==> config.mk <==
export PLATFORM = sky130hd
export DESIGN_NAME = adc_sampler
export DESIGN_NICKNAME = d
export VERILOG_FILES = /design/src/rtl/adc_sampler.sv
export SDC_FILE = /design/constraint.sdc
export NUM_CORES = 1
export LEC_CHECK = 0
export CORE_ASPECT_RATIO = 1.1
export CORE_UTILIZATION = 62
export CTS_CLUSTER_DIAMETER = 150
export DETAILED_ROUTE_END_ITERATION = 16
export PLACE_DENSITY = 0.84
export SETUP_SLACK_MARGIN = 0.4
export SLEW_MARGIN = 40
export SYNTH_ARGS = -nofsm -noshare
export SYNTH_HDL_FRONTEND = slang
export SYNTH_SLANG_ARGS = --single-unit
==> constraint.sdc <==
create_clock -name CLOCK_50 -period 5.2 [get_ports CLOCK_50]
set_input_delay 0.78 -clock CLOCK_50 [delete_from_list [all_inputs] [get_ports CLOCK_50]]
set_output_delay 0.78 -clock CLOCK_50 [all_outputs]
set_load 0.005 [all_outputs]
==> src/rtl/adc_sampler.sv <==
// adc_sampler: periodically triggers an SPI-style 12-bit ADC conversion, shifts the
// 6-bit config word out on ADC_DIN while shifting the result in on ADC_DOUT, and
// presents the last complete sample on ADC_value with a one-cycle valid strobe.
module adc_sampler #(
    parameter int unsigned CLK_DIV       = 2,
    parameter int unsigned CONV_CYCLES   = 80,
    parameter int unsigned SAMPLE_PERIOD = 2500,
    parameter logic [5:0]  CONFIG        = 6'b100010
) (
    input  logic        CLOCK_50,
    input  logic        KEY0,
    input  logic        enable,
    input  logic        ADC_DOUT,
    output logic        ADC_CONVST,
    output logic        ADC_SCLK,
    output logic        ADC_DIN,
    output logic [11:0] ADC_value,
    output logic        valid,
    output logic        overrun
);

    typedef enum logic [2:0] {StIdle, StConvst, StWait, StShift, StDone} state_e;

    localparam int unsigned PW = (SAMPLE_PERIOD > 1) ? $clog2(SAMPLE_PERIOD) : 1;
    // cnt holds 0..1 in CONVST and 0..CONV_CYCLES-1 in WAIT
    localparam int unsigned CW = (CONV_CYCLES > 2) ? $clog2(CONV_CYCLES) : 1;
    localparam int unsigned DW = (CLK_DIV > 1) ? $clog2(CLK_DIV) : 1;
    // 12 SCLK periods = 24 half-periods, numbered 0..23; odd halves are SCLK high
    localparam logic [4:0]  LastHalf = 5'd23;

    state_e        state_q, state_d;
    logic [PW-1:0] period_q, period_d;
    logic [CW-1:0] cnt_q, cnt_d;
    logic [DW-1:0] div_q, div_d;
    logic [4:0]    half_q, half_d;
    logic [11:0]   shreg_q, shreg_d;
    logic [11:0]   value_q, value_d;
    logic          overrun_q, overrun_d;
    logic          tick;
    logic [3:0]    bit_idx;
    logic [2:0]    cfg_sel;

    // Sample-period counter: free-runs while enabled, parked at 0 otherwise so a
    // re-enable starts a conversion on the very next edge.
    always_comb begin
        period_d = period_q;
        if (!enable) begin
            period_d = '0;
        end else if (period_q == PW'(SAMPLE_PERIOD - 1)) begin
            period_d = '0;
        end else begin
            period_d = period_q + 1'b1;
        end
    end

    assign tick = enable && (period_q == '0);

    // Ticks that arrive while a conversion is in flight are dropped and remembered.
    always_comb begin
        overrun_d = overrun_q | (tick && (state_q != StIdle));
    end

    // Capture ADC_DOUT on the first cycle of each SCLK high half-period.
    always_comb begin
        shreg_d = shreg_q;
        if ((state_q == StShift) && half_q[0] && (div_q == '0)) begin
            shreg_d = {shreg_q[10:0], ADC_DOUT};
        end
    end

    // Conversion sequencer next-state logic.
    always_comb begin
        state_d = state_q;
        cnt_d   = cnt_q;
        div_d   = div_q;
        half_d  = half_q;
        value_d = value_q;
        unique case (state_q)
            StIdle: begin
                if (tick) begin
                    state_d = StConvst;
                    cnt_d   = '0;
                end
            end
            StConvst: begin
                if (cnt_q == CW'(1)) begin
                    state_d = StWait;
                    cnt_d   = '0;
                end else begin
                    cnt_d = cnt_q + 1'b1;
                end
            end
            StWait: begin
                if (cnt_q == CW'(CONV_CYCLES - 1)) begin
                    state_d = StShift;
                    div_d   = '0;
                    half_d  = '0;
                end else begin
                    cnt_d = cnt_q + 1'b1;
                end
            end
            StShift: begin
                if (div_q == DW'(CLK_DIV - 1)) begin
                    div_d = '0;
                    if (half_q == LastHalf) begin
                        state_d = StDone;
                        // shreg_d so the final bit is included even when CLK_DIV == 1
                        value_d = shreg_d;
                    end else begin
                        half_d = half_q + 5'd1;
                    end
                end else begin
                    div_d = div_q + 1'b1;
                end
            end
            StDone: begin
                state_d = StIdle;
            end
            default: begin
                state_d = StIdle;
            end
        endcase
    end

    // State registers with asynchronous active-low reset.
    always_ff @(posedge CLOCK_50 or negedge KEY0) begin
        if (!KEY0) begin
            state_q   <= StIdle;
            period_q  <= '0;
            cnt_q     <= '0;
            div_q     <= '0;
            half_q    <= '0;
            shreg_q   <= '0;
            value_q   <= '0;
            overrun_q <= 1'b0;
        end else begin
            state_q   <= state_d;
            period_q  <= period_d;
            cnt_q     <= cnt_d;
            div_q     <= div_d;
            half_q    <= half_d;
            shreg_q   <= shreg_d;
            value_q   <= value_d;
            overrun_q <= overrun_d;
        end
    end

    // ADC pin decode; DIN walks CONFIG MSB-first for the first six SCLK periods.
    always_comb begin
        bit_idx    = half_q[4:1];
        cfg_sel    = (bit_idx < 4'd6) ? 3'(4'd5 - bit_idx) : 3'd0;
        ADC_CONVST = (state_q == StConvst);
        ADC_SCLK   = (state_q == StShift) && half_q[0];
        ADC_DIN    = (state_q == StShift) && (bit_idx < 4'd6) && CONFIG[cfg_sel];
        valid      = (state_q == StDone);
    end

    assign ADC_value = value_q;
    assign overrun   = overrun_q;

endmodule

# Word-level counts from Yosys, hierarchy flattened
# Memory sizes are Yosys's and may differ from the RTL's.
# Cells that the tools add are included.
# op_classes
mux	22
order_cmp	2
n_reduce_logical	16
add_sub_neg	5
n_eq_ne	15
bitwise_logic	2
# ops
operator	count
12-bit 2-to-1 mux	3
7-bit 2-to-1 mux	3
7-bit case mux with 3 select lines	1
3-bit 2-to-1 mux	6
5-bit 2-to-1 mux	3
12-bit by 1-bit adder with 12-bit output (second input constant)	1
12-bit equality test (second input constant)	1
12-bit zero test	1
3-bit case mux with 4 select lines	1
2-bit != test (second input constant)	5
5-bit case mux with 2 select lines	1
7-bit by 1-bit adder with 7-bit output (second input constant)	1
7-bit by 1-bit equality test with 1-bit output (second input constant)	1
7-bit equality test (second input constant)	1
3-bit by 2-bit equality test with 1-bit output (second input constant)	2
1-bit logical AND	6
3-bit AND reduction	2
3-bit nonzero test	2
5-bit by 1-bit adder with 5-bit output (second input constant)	1
5-bit equality test (second input constant)	1
5-bit AND reduction	1
3-bit by 4-bit less-than comparator with 1-bit output (second input constant)	1
4-bit by 3-bit less-than comparator with 1-bit output (second input constant)	1
2-bit by 1-bit != test with 1-bit output (second input constant)	2
12 further kinds	14
# totals
mem_bits_ro	8
register_bits	53
output_inout_bits	17
word_cells	71
n_memories	1
in_bits	4
# memory_table
name	depth	width	read_ports	rd_ports_with_merged_regs	wr	line_no	source
(no name shown)	8	1	1	0	0	154	ADC_DIN = (state_q == StShift) && (bit_idx < 4'd6) && CONFIG[cfg_sel];

# Depth between registers and ports, before layout
# Gate-level depths: netlist (run 1).
# depth
word_depth	5
ltp_mapped	8
mapped_depth_nobuf	7

# Worst setup path after synthesis (run 1)
# Ideal clock, no wire load.
# synth_path
kind	reg-to-reg
start	register state_q[1]
end	register value_q[10], in the netlist ADC_value[10]
t_required_ps	5075
setup_ps	125
arrival_time_ps	1963
path_buffers	3
slack_ps	3112
synth_period_minus_slack_ps	2088
stages_incl_launch_ff	9
path_cell_list	dfrtp_1 buf_2 nor2b_1 buf_2 and3_1 nor2b_1 buf_2 mux2_2 mux2_2
# synth_via
elab_chain_cells	4
word_cells_on_any_way	5
classes_between	eq/ne: 1; mux: 1; reduce/logical: 3
# synth_lines
element	line_no	source
from (decl)	31	state_e state_q, state_d;
from (signal assigned)	128	state_q <= StIdle;
from (signal assigned)	137	state_q <= state_d;
3-bit by 2-bit equality test with 1-bit output	-	
1-bit logical AND	-	
net ADC_SCLK	15	output logic ADC_SCLK,
1-bit logical AND	66	if ((state_q == StShift) && half_q[0] && (div_q == '0)) begin
12-bit 2-to-1 mux	66	
net shreg_d[10]	36	logic [11:0] shreg_q, shreg_d;
to (signal assigned)	143	value_q <= value_d;
to (decl)	37	logic [11:0] value_q, value_d;
# The timed path passes the listed nets, and every way through them passes these cells.
# A chain may end at the register's enable or synchronous reset.

# Final worst setup path (run 1)
# layout_path
start	register state_q[2]
end	output ADC_DIN
# layout_via
elab_chain_cells	3
# layout_lines
element	line_no	source
3-bit by 2-bit equality test with 1-bit output	154	
1-bit logical AND (2 in a row)	154	
to (decl)	16	output logic ADC_DIN,
# Every way passes these cells.

==> results of run 1 <==
## cells in the mapped netlist (all sizes together), types with 2 or more instances
cell | n | share of area
a21o | 2 | 0.0063
o21a | 2 | 0.0058
o31a | 2 | 0.0068
nand3 | 7 | 0.014
nand4 | 2 | 0.0048
nor3 | 3 | 0.0058
and3 | 11 | 0.027
nand2b | 4 | 0.0097
or4b | 2 | 0.0077
xnor2 | 7 | 0.024
buf | 5 | 0.011
ha | 7 | 0.034
or3 | 2 | 0.0048
dfrtp | 53 | 0.51
inv | 8 | 0.012
nor3b | 2 | 0.0058
xor2 | 6 | 0.020
mux2 | 25 | 0.11
a21oi | 6 | 0.013
or4 | 2 | 0.0073
nand2 | 11 | 0.016
o31ai | 2 | 0.0058
nor2b | 3 | 0.0073
or3b | 3 | 0.011
nor2 | 21 | 0.030
clkbuf | 2 | 0.0029
nor4 | 5 | 0.018
a211oi | 3 | 0.011
o21ai | 9 | 0.020
## per-stage QoR
step / power (mW) / hold WS (ns)
floorplan: 0.733 / 0.456
global placement: 0.804 / 0.448
detailed placement: 0.814 / 0.452
CTS: 1.09 / 0.474
global route: 1.15 / 0.492
finish: 1.09 / 0.472
## final cells by class
cell class	instances	area, um2	area share
Clock buffer	6	72.6	0.0246
Inverter	8	30.0	0.0102
Sequential cell	53	1330	0.449
Timing Repair Buffer	23	218	0.0737
Tap cell	52	65.1	0.0220
Clock inverter	2	38.8	0.0131
Multi-Input combinational cell	161	1200	0.407
## kinds of logic (layout without fill, tap and decap cells)
| kind of cell | Yosys count | after routing | share of synthesized area |
|---|---|---|---|
| and+or+nand+nor | 85 | 85 | 0.191 |
| DFF | 53 | 53 | 0.513 |
| xor gates and xnor gates | 13 | 13 | 0.0440 |
| muxes | 25 | 25 | 0.109 |
| AOI/OAI and AO/OA | 31 | 31 | 0.0842 |
| adders and majority gates | 7 | 7 | 0.0339 |
| buffers and inverters | 15 | 39 | 0.0252 |
## sequential cells by signal, indices dropped and copies added, names as in the netlist
signal and cells:
ADC_value 12, cnt_q 7, div_q 1, half_q 5, overrun 1, period_q 12, shreg_q 12, state_q 3
## cells in the final DEF, fill, tap and decap left out, types with 6 or more instances in the layout
master and instances:
mux2_2 22, nand2_1 11, o21ai_0 7, clkdlybuf4s50_1 19
inv_1 8, xor2_1 6, and3_1 10, nand3_1 7
ha_1 7, nor2_1 21, xnor2_1 7, dfrtp_1 53
## metal layers
layer,vias to the layer above,GRT usage,wire [um]
met5,-,0,0
met1,880,0.284,2100
li1,861,-,-
met3,10,0.0609,164
met4,0,0.109,111
met2,32,0.374,2230
## power by group
group	switching, mW	internal (mW)	total (mW)
clock network	0.132	0.145	0.277
logic	0.159	0.132	0.291
registers	0.0619	0.456	0.518
total	0.352	0.733	1.09
## worst max-delay path by stage
stage | start | end | slack (ns) | depth (start not counted)
after detailed placement | state_q[2]$_DFFE_PN0P_ | ADC_DIN | 2.40 | 4
after floorplan | state_q[1]$_DFFE_PN0P_ | ADC_value[10]$_DFFE_PN0P_ | 3.11 | 8
final | state_q[2]$_DFFE_PN0P_ | ADC_DIN | 1.97 | 4
after global routing | state_q[2]$_DFFE_PN0P_ | ADC_DIN | 1.72 | 4
after global placement | state_q[2]$_DFFE_PN0P_ | ADC_value[6]$_DFFE_PN0P_ | 2.41 | 5
after CTS | state_q[2]$_DFFE_PN0P_ | ADC_DIN | 1.97 | 4
==> flow_summary.toml, run 1 <==
[global_route]
grt_start_max_net_pins = 54
grt_pass1_vias = 1793
grt_overflow_total = 0
antenna_found_initial = 0
grt_pass1_wl_um = 7780
grt.total_usage = 0.230

[setup_path]
worstRegToRegCells = 5
cp-start-kind = "flop"
slowest_stage = "dfrtp_1"
cp.arrival_ns = 2.45
r2r-start = "state_q[2]$_DFFE_PN0P_"
r2r_end = "ADC_value[10]$_DFFE_PN0P_"
cpLargestDelayFamily = "simple AND/OR/NAND/NOR gates"
critical_path.max_fanout = 17
critPathMaxStageDelay_ns = 0.58
critPathCaptureType = "primary output"
path_cells = "nor2b_1 > nand2_1 > nor4_1 > clkdlybuf4s50_1"
crit_type = "reg2out"
cp.required_ns = 4.42
crit_buf_inv = 1
rrSetupSlack_ns = 2.57

[clocking]
cts_buffer_depth = 2
postCtsSetupBuffers = 0
root_buffer = "clkbuf_8"
cts_buffers = 5
clk_latency_ns = 0.31
cts_repair_resize_count = 0
h-tree-depth = 2
clock_sinks = 53
clk_pin_slew_ns = 0.10
cts_tree = "built"
cts_hold_buf = 0

[synth]
netlist_instances = 229
synth_edf_count = 0
synth.net_count = 240
yosys_warnings = 0
async_reset_ff_frac = 1.00
synth_top_flop_cell = "dfrtp_1"
synth-seq-cells = 53
syn_area_per_cell_um2 = 11.3
seq_area_frac_synth = 0.513
synth_cell_types = 51
synth_area_mm2 = 0.00259

[cells_and_area]
n_fill_cell = 279
layout.cells.non_filler = 305
final_net_count = 263
drive_gt1_frac = 0.186
area.growth.synth_to_final_pct = 14.2
fin_util = 0.740
finalInstanceArea_mm2 = 0.00295
antennaDiodeCount = 0

[floorplanning]
ios = 21
start_util = 0.648
die_area_mm2 = 0.00443
core_area_mm2 = 0.00399
std_cell_rows = 24
die_h_um = 69.7
die_x_um = 63.6

[hold_path]
min_path_type = "reg2reg"
worstHoldPathCells = 1
hold_path.startpoint = "overrun$_DFF_PN0_"
min_to = "overrun$_DFF_PN0_"

[sta]
fin_crit_ns = 3.23
setup_viol = 0
worst_slack_ns = 1.97
max_slew.worst_pin.slew_ns = 0.662
fmax_mhz = 309
clock_skew_ns = 0.0109
fin_tns_setup_ns = 0
min_period_over_period = 0.622
hold_viol = 0
report.final.slew_viol_count = 0
slew-limit-headroom = 0.559
rsz0062_at_grt = "false"

[placement]
place.gp.congestion = 0.832
placed_cells = 297
place_hpwl_um = 3080
io_buffer_count = 20
preCtsSetupSlack_ns = 2.40
dpl_cell_area_mm2 = 0.00284

[pwr]
irDropWorstVdd_mv = 0.262
p_leak_nw = 1.37
power.density_mw_per_mm2 = 367

[drt]
wire_per_inst_um = 15.1
drc = 0
drt_first_iter_violations = 192
finalWirelength_um = 4600
detail-route-antenna-nets = 0
dr.pass1.iters = 4
avgViaCountPerCell = 5.85
vias = 1783

[flow_run]
cap_violations = 0

[status]
status = "finished clean"
No activity file was read; power rests on OpenSTA's default activity.
==> run 2, diff against run 1 <==
Settings changed: CORE_UTILIZATION 62 to 57, PLACE_DENSITY 0.84 to 0.78.
Clock period 5.2 ns to 3.1 ns, I/O delays scaled along.
==> run 2 against run 1 <==
Effect of this change:
- cell area is 0.17% lower
- final cell count is 0.98% higher
- via count is 0.56% lower
- register-to-register slack worse by 1.8 ns
- critical path depth stayed put
- die area is 8.5% higher
- worst hold slack worse by 0.30 ns
- global-route usage is 1.9 points lower
- flip-flop and latch count stayed put
- wire length is 2.3% lower
- total power is 62% higher
==> flow_summary.toml, run 2 (synthesis gave the netlist of run 1 again) <==
[drt]
finalWirelength_um = 4490
drc = 0
avgViaCountPerCell = 5.76
drt_first_iter_violations = 143
dr.pass1.iters = 4
detail-route-antenna-nets = 0
vias = 1773
wire_per_inst_um = 14.6

[sta]
slew-limit-headroom = 0.550
fin_crit_ns = 2.51
hold_viol = 0
rsz0062_at_grt = "false"
fin_tns_setup_ns = 0
max_slew.worst_pin.slew_ns = 0.674
fmax_mhz = 398
clock_skew_ns = 0.00539
min_period_over_period = 0.811
setup_viol = 0
report.final.slew_viol_count = 0

[floorplanning]
core_area_mm2 = 0.00432
die_x_um = 66.2
start_util = 0.599
std_cell_rows = 25
ios = 21
die_h_um = 72.6
die_area_mm2 = 0.00481

[setup_path]
critical_path.max_fanout = 10
cp-start-kind = "flop"
worstRegToRegCells = 7
cp.required_ns = 2.63
crit_type = "reg2out"
r2r_end = "cnt_q[1]$_DFFE_PN0P_"
rrSetupSlack_ns = 0.75
r2r-start = "period_q[0]$_DFF_PN0_"
critPathCaptureType = "primary output"
cp.arrival_ns = 2.05

[clocking]
postCtsSetupBuffers = 0
cts_tree = "built"
clock_sinks = 53
root_buffer = "clkbuf_8"
cts_buffer_depth = 2
cts_hold_buf = 0
clk_pin_slew_ns = 0.10
h-tree-depth = 2
cts_buffers = 5
clk_latency_ns = 0.31

[placement]
place.gp.congestion = 0.802
place_hpwl_um = 3130
placed_cells = 300
dpl_cell_area_mm2 = 0.00285
io_buffer_count = 20

[cells_and_area]
mostFrequentLayoutCells = "52 x dfrtp_1, 22 x mux2_2, 21 x nor2_1"
n_fill_cell = 333
drive_gt1_frac = 0.197
layout_commonest_cell = "dfrtp_1"
finalInstanceArea_mm2 = 0.00295
layout.cells.non_filler = 308
area.growth.synth_to_final_pct = 14.0
antennaDiodeCount = 0
final_net_count = 264

[global_route]
grt_pass1_vias = 1700
grt_start_max_net_pins = 31
antenna_found_initial = 0
grt.total_usage = 0.212
grt_pass1_wl_um = 7580
grt_overflow_total = 0

[pwr]
power.density_mw_per_mm2 = 596
p_leak_nw = 1.37
irDropWorstVdd_mv = 0.430

[status]
status = "finished clean"

[hold_path]
min_path_type = "in2async"

[flow_run]
cap_violations = 0
## run 2: cell types whose count changed in the layout (fill, tap and decap cells not counted), sizes merged
cell / change
clkbuf: -1
buf: +1
inv: +1
clkinvlp: +1
bufinv: -1
## run 2: power breakdown
group          internal (mW)  leakage (nW)  switching (mW)
sequential             0.765         0.717           0.104
clock                  0.161        0.0445           0.231
combinational          0.229         0.608           0.269
## run 2: routing by layer
layer,share of wire,wire [um],global-route usage
met5,0,0,0
met4,0.016,73,0.0851
met3,0.027,122,0.0516
met2,0.50,2240,0.342
met1,0.46,2060,0.274
## run 2: final cells by class
type	count	area [um2]	area share
Timing Repair Buffer	24	225	0.0764
Tap cell	54	67.6	0.0229
Sequential cell	53	1330	0.450
Inverter	8	30.0	0.0102
Multi-Input combinational cell	161	1210	0.410
Clock buffer	5	68.8	0.0233
Clock inverter	3	21.3	0.00721
## run 2: repair_timing
action,CTS,global route
endpoints found under the setup margin,1,1
gates cloned,0,0
gates resized for setup,1,2
pin swaps,0,0
## run 2: worst max-delay path by stage
stage,end,slack [ns],from,cells after the start
global placement,ADC_DIN,0.73,state_q[2]$_DFFE_PN0P_,4
CTS,ADC_DIN,0.46,state_q[2]$_DFFE_PN0P_,4
floorplan,ADC_value[10]$_DFFE_PN0P_,1.01,state_q[1]$_DFFE_PN0P_,8
finish,ADC_DIN,0.59,state_q[1]$_DFFE_PN0P_,4
detailed placement,ADC_DIN,0.69,state_q[2]$_DFFE_PN0P_,4
global route,ADC_DIN,0.44,state_q[1]$_DFFE_PN0P_,4
## run 2: worst max-delay path, stage by stage, from the launching register on
cell	delay, ns
dfrtp_1	0.51
nor2b_4	0.27
nand2_1	0.15
nor4_1	0.27
clkdlybuf4s50_1	0.54
## run 2: metrics by stage
| step | hold WS [ns] | utilization | setup slack, ns | total power [mW] |
|---|---|---|---|---|
| 2_1_floorplan | 0.169 | - | 1.01 | 1.23 |
| 3_3_place_gp | 0.443 | 0.660 | 0.734 | 1.36 |
| 3_5_place_dp | 0.469 | 0.660 | 0.688 | 1.37 |
| 4_1_cts | 0.195 | 0.682 | 0.457 | 1.77 |
| 5_1_grt | 0.222 | 0.683 | 0.439 | 1.87 |
| 6_report | 0.177 | 0.683 | 0.585 | 1.76 |
==> run 3, diff against run 2 <==
Clock period 3.1 ns to 2.4 ns, I/O delays scaled along.
==> run 3 against run 2 <==
Effect of this change:
- highest routed layer unchanged
- total power up 42%
- sequential share of layout area fell by 3.7 points
- die area did not move
- final cell count grew 5.8%
- combinational power up 73%
- worst setup slack worse by 0.34 ns
- largest cell class unchanged
- critical path depth rose by 3
- cell area grew 9.1%
- flip-flop and latch count stayed put
- wire length rose by 9.3%
- first-iteration DRC count fell by 24%
- largest power group unchanged
==> flow_summary.toml, run 3 (synthesis gave the netlist of run 1 again) <==
[status]
status = "finished clean"

[placement]
placed_cells = 305
dpl_cell_area_mm2 = 0.00289
place_hpwl_um = 3240
place.gp.congestion = 0.817
preCtsSetupSlack_ns = 0.180
io_buffer_count = 20

[setup_path]
crit_type = "reg2reg"
r2r-start = "period_q[5]$_DFF_PN0_"
r2r_end = "cnt_q[3]$_DFFE_PN0P_"
cp.arrival_ns = 2.34
rrSetupSlack_ns = 0.25
cp-start-kind = "flop"
critical_path.max_fanout = 4
cp.required_ns = 2.59
critPathCaptureType = "flop"
worstRegToRegCells = 7

[global_route]
grt_pass1_vias = 1835
antenna_found_initial = 0
grt_overflow_total = 0
grt_start_max_net_pins = 29
grt_pass1_wl_um = 8000
grt.busiest_layer = "met2"
grt.total_usage = 0.219
grt_use_met1 = 0.261
met3_usage = 0.0500
grt_use_met2 = 0.390

[pwr]
power.density_mw_per_mm2 = 775
irDropWorstVdd_mv = 0.466
p_leak_nw = 1.54

[drt]
dr.pass1.iters = 4
detail-route-antenna-nets = 0
vias = 1875
drc = 0
finalWirelength_um = 4910
avgViaCountPerCell = 5.75
drt_first_iter_violations = 108
wire_per_inst_um = 15.1

[floorplanning]
die_h_um = 72.6
ios = 21
die_x_um = 66.2
core_area_mm2 = 0.00432
start_util = 0.599
std_cell_rows = 25
die_area_mm2 = 0.00481

[sta]
fin_tns_setup_ns = 0
setup_viol = 0
worst_slack_ns = 0.245
min_period_over_period = 0.898
fmax_mhz = 464
slew-limit-headroom = 0.584
holdWs_ns = 0.0547
report.final.slew_viol_count = 0
hold_viol = 0
rsz0062_at_grt = "true"
max_slew.worst_pin.slew_ns = 0.624
fin_crit_ns = 2.15
clock_skew_ns = 0.0131

[cells_and_area]
final_net_count = 282
mostFrequentLayoutCells = "52 x dfrtp_1, 22 x mux2_2, 20 x nor2_1"
layout.cells.non_filler = 326
drive_gt1_frac = 0.313
area.growth.synth_to_final_pct = 24.4
antennaDiodeCount = 0
layout_commonest_cell = "dfrtp_1"
finalInstanceArea_mm2 = 0.00322

[clocking]
clock_sinks = 53
h-tree-depth = 2
clk_latency_ns = 0.31
root_buffer = "clkbuf_8"
cts_buffer_depth = 2
cts_tree = "built"
cts_hold_buf = 0
cts_buffers = 5
clk_pin_slew_ns = 0.10

[flow_run]
cap_violations = 0

[hold_path]
min_path_type = "in2async"
## run 3: changes by cell type in the layout (fill, tap and decap cells not counted), sizes merged
cell,delta
buf,+18
clkdlybuf4s50,-4
dlygate4sd2,+2
dlymetal6s2s,+2
## run 3: repair_timing
action                                  in CTS  in global routing
gates resized for setup                     14                 15
pin swaps                                   10                  7
buffers inserted                             8                  5
cloned                                       0                  0
endpoints found under the setup margin      20                 16
## run 3: layout make-up
type | instances | area [um2]
multi-input cells | 161 | 1320
fillers | 305 | 1100
well taps | 54 | 67.6
repair buffers | 42 | 378
clock buffers | 5 | 68.8
flip-flops and latches | 53 | 1330
inverters | 8 | 30.0
clock inverters | 3 | 25.0
## run 3: power breakdown
part	switching, mW	total, mW	internal (mW)
logic	0.445	0.862	0.416
clock network	0.303	0.514	0.211
registers	0.126	1.12	0.990
total	0.874	2.49	1.62
## run 3: per-stage QoR
step	power (mW)	utilization
finish	2.49	0.745
global route	2.64	0.745
CTS	2.43	0.718
detailed placement	1.81	0.670
global placement	1.79	0.670
floorplan	1.59	-
## run 3: worst max-delay path by stage
stage                                      from              endpoint  slack, ns  cells past startpoint
after floorplan           period_q[3]$_DFF_PN0_  cnt_q[0]$_DFFE_PN0P_       0.35                      5
after global placement                   enable  cnt_q[3]$_DFFE_PN0P_       0.20                      6
after detailed placement  period_q[3]$_DFF_PN0_  cnt_q[0]$_DFFE_PN0P_       0.18                      5
after CTS                 half_q[2]$_DFFE_PN0P_               ADC_DIN       0.18                      4
after global routing      period_q[0]$_DFF_PN0_  cnt_q[3]$_DFFE_PN0P_       0.16                      9
final                     period_q[5]$_DFF_PN0_  cnt_q[3]$_DFFE_PN0P_       0.25                      7
## run 3: critical path: stages (launching register included)
cell      delay, ns
dfrtp_1        0.42
or4_4          0.57
nor4_4         0.27
buf_6          0.17
buf_6          0.11
a211oi_4       0.07
o311ai_2       0.31
o41ai_2        0.11
## run 3: metal layers
metal | wire length (um) | share of wire | vias to the layer above
li1 | - | - | 905
met2 | 2580 | 0.53 | 28
met4 | 54 | 0.011 | 0
met5 | 0 | 0 | -
met1 | 2140 | 0.44 | 936
met3 | 131 | 0.027 | 6
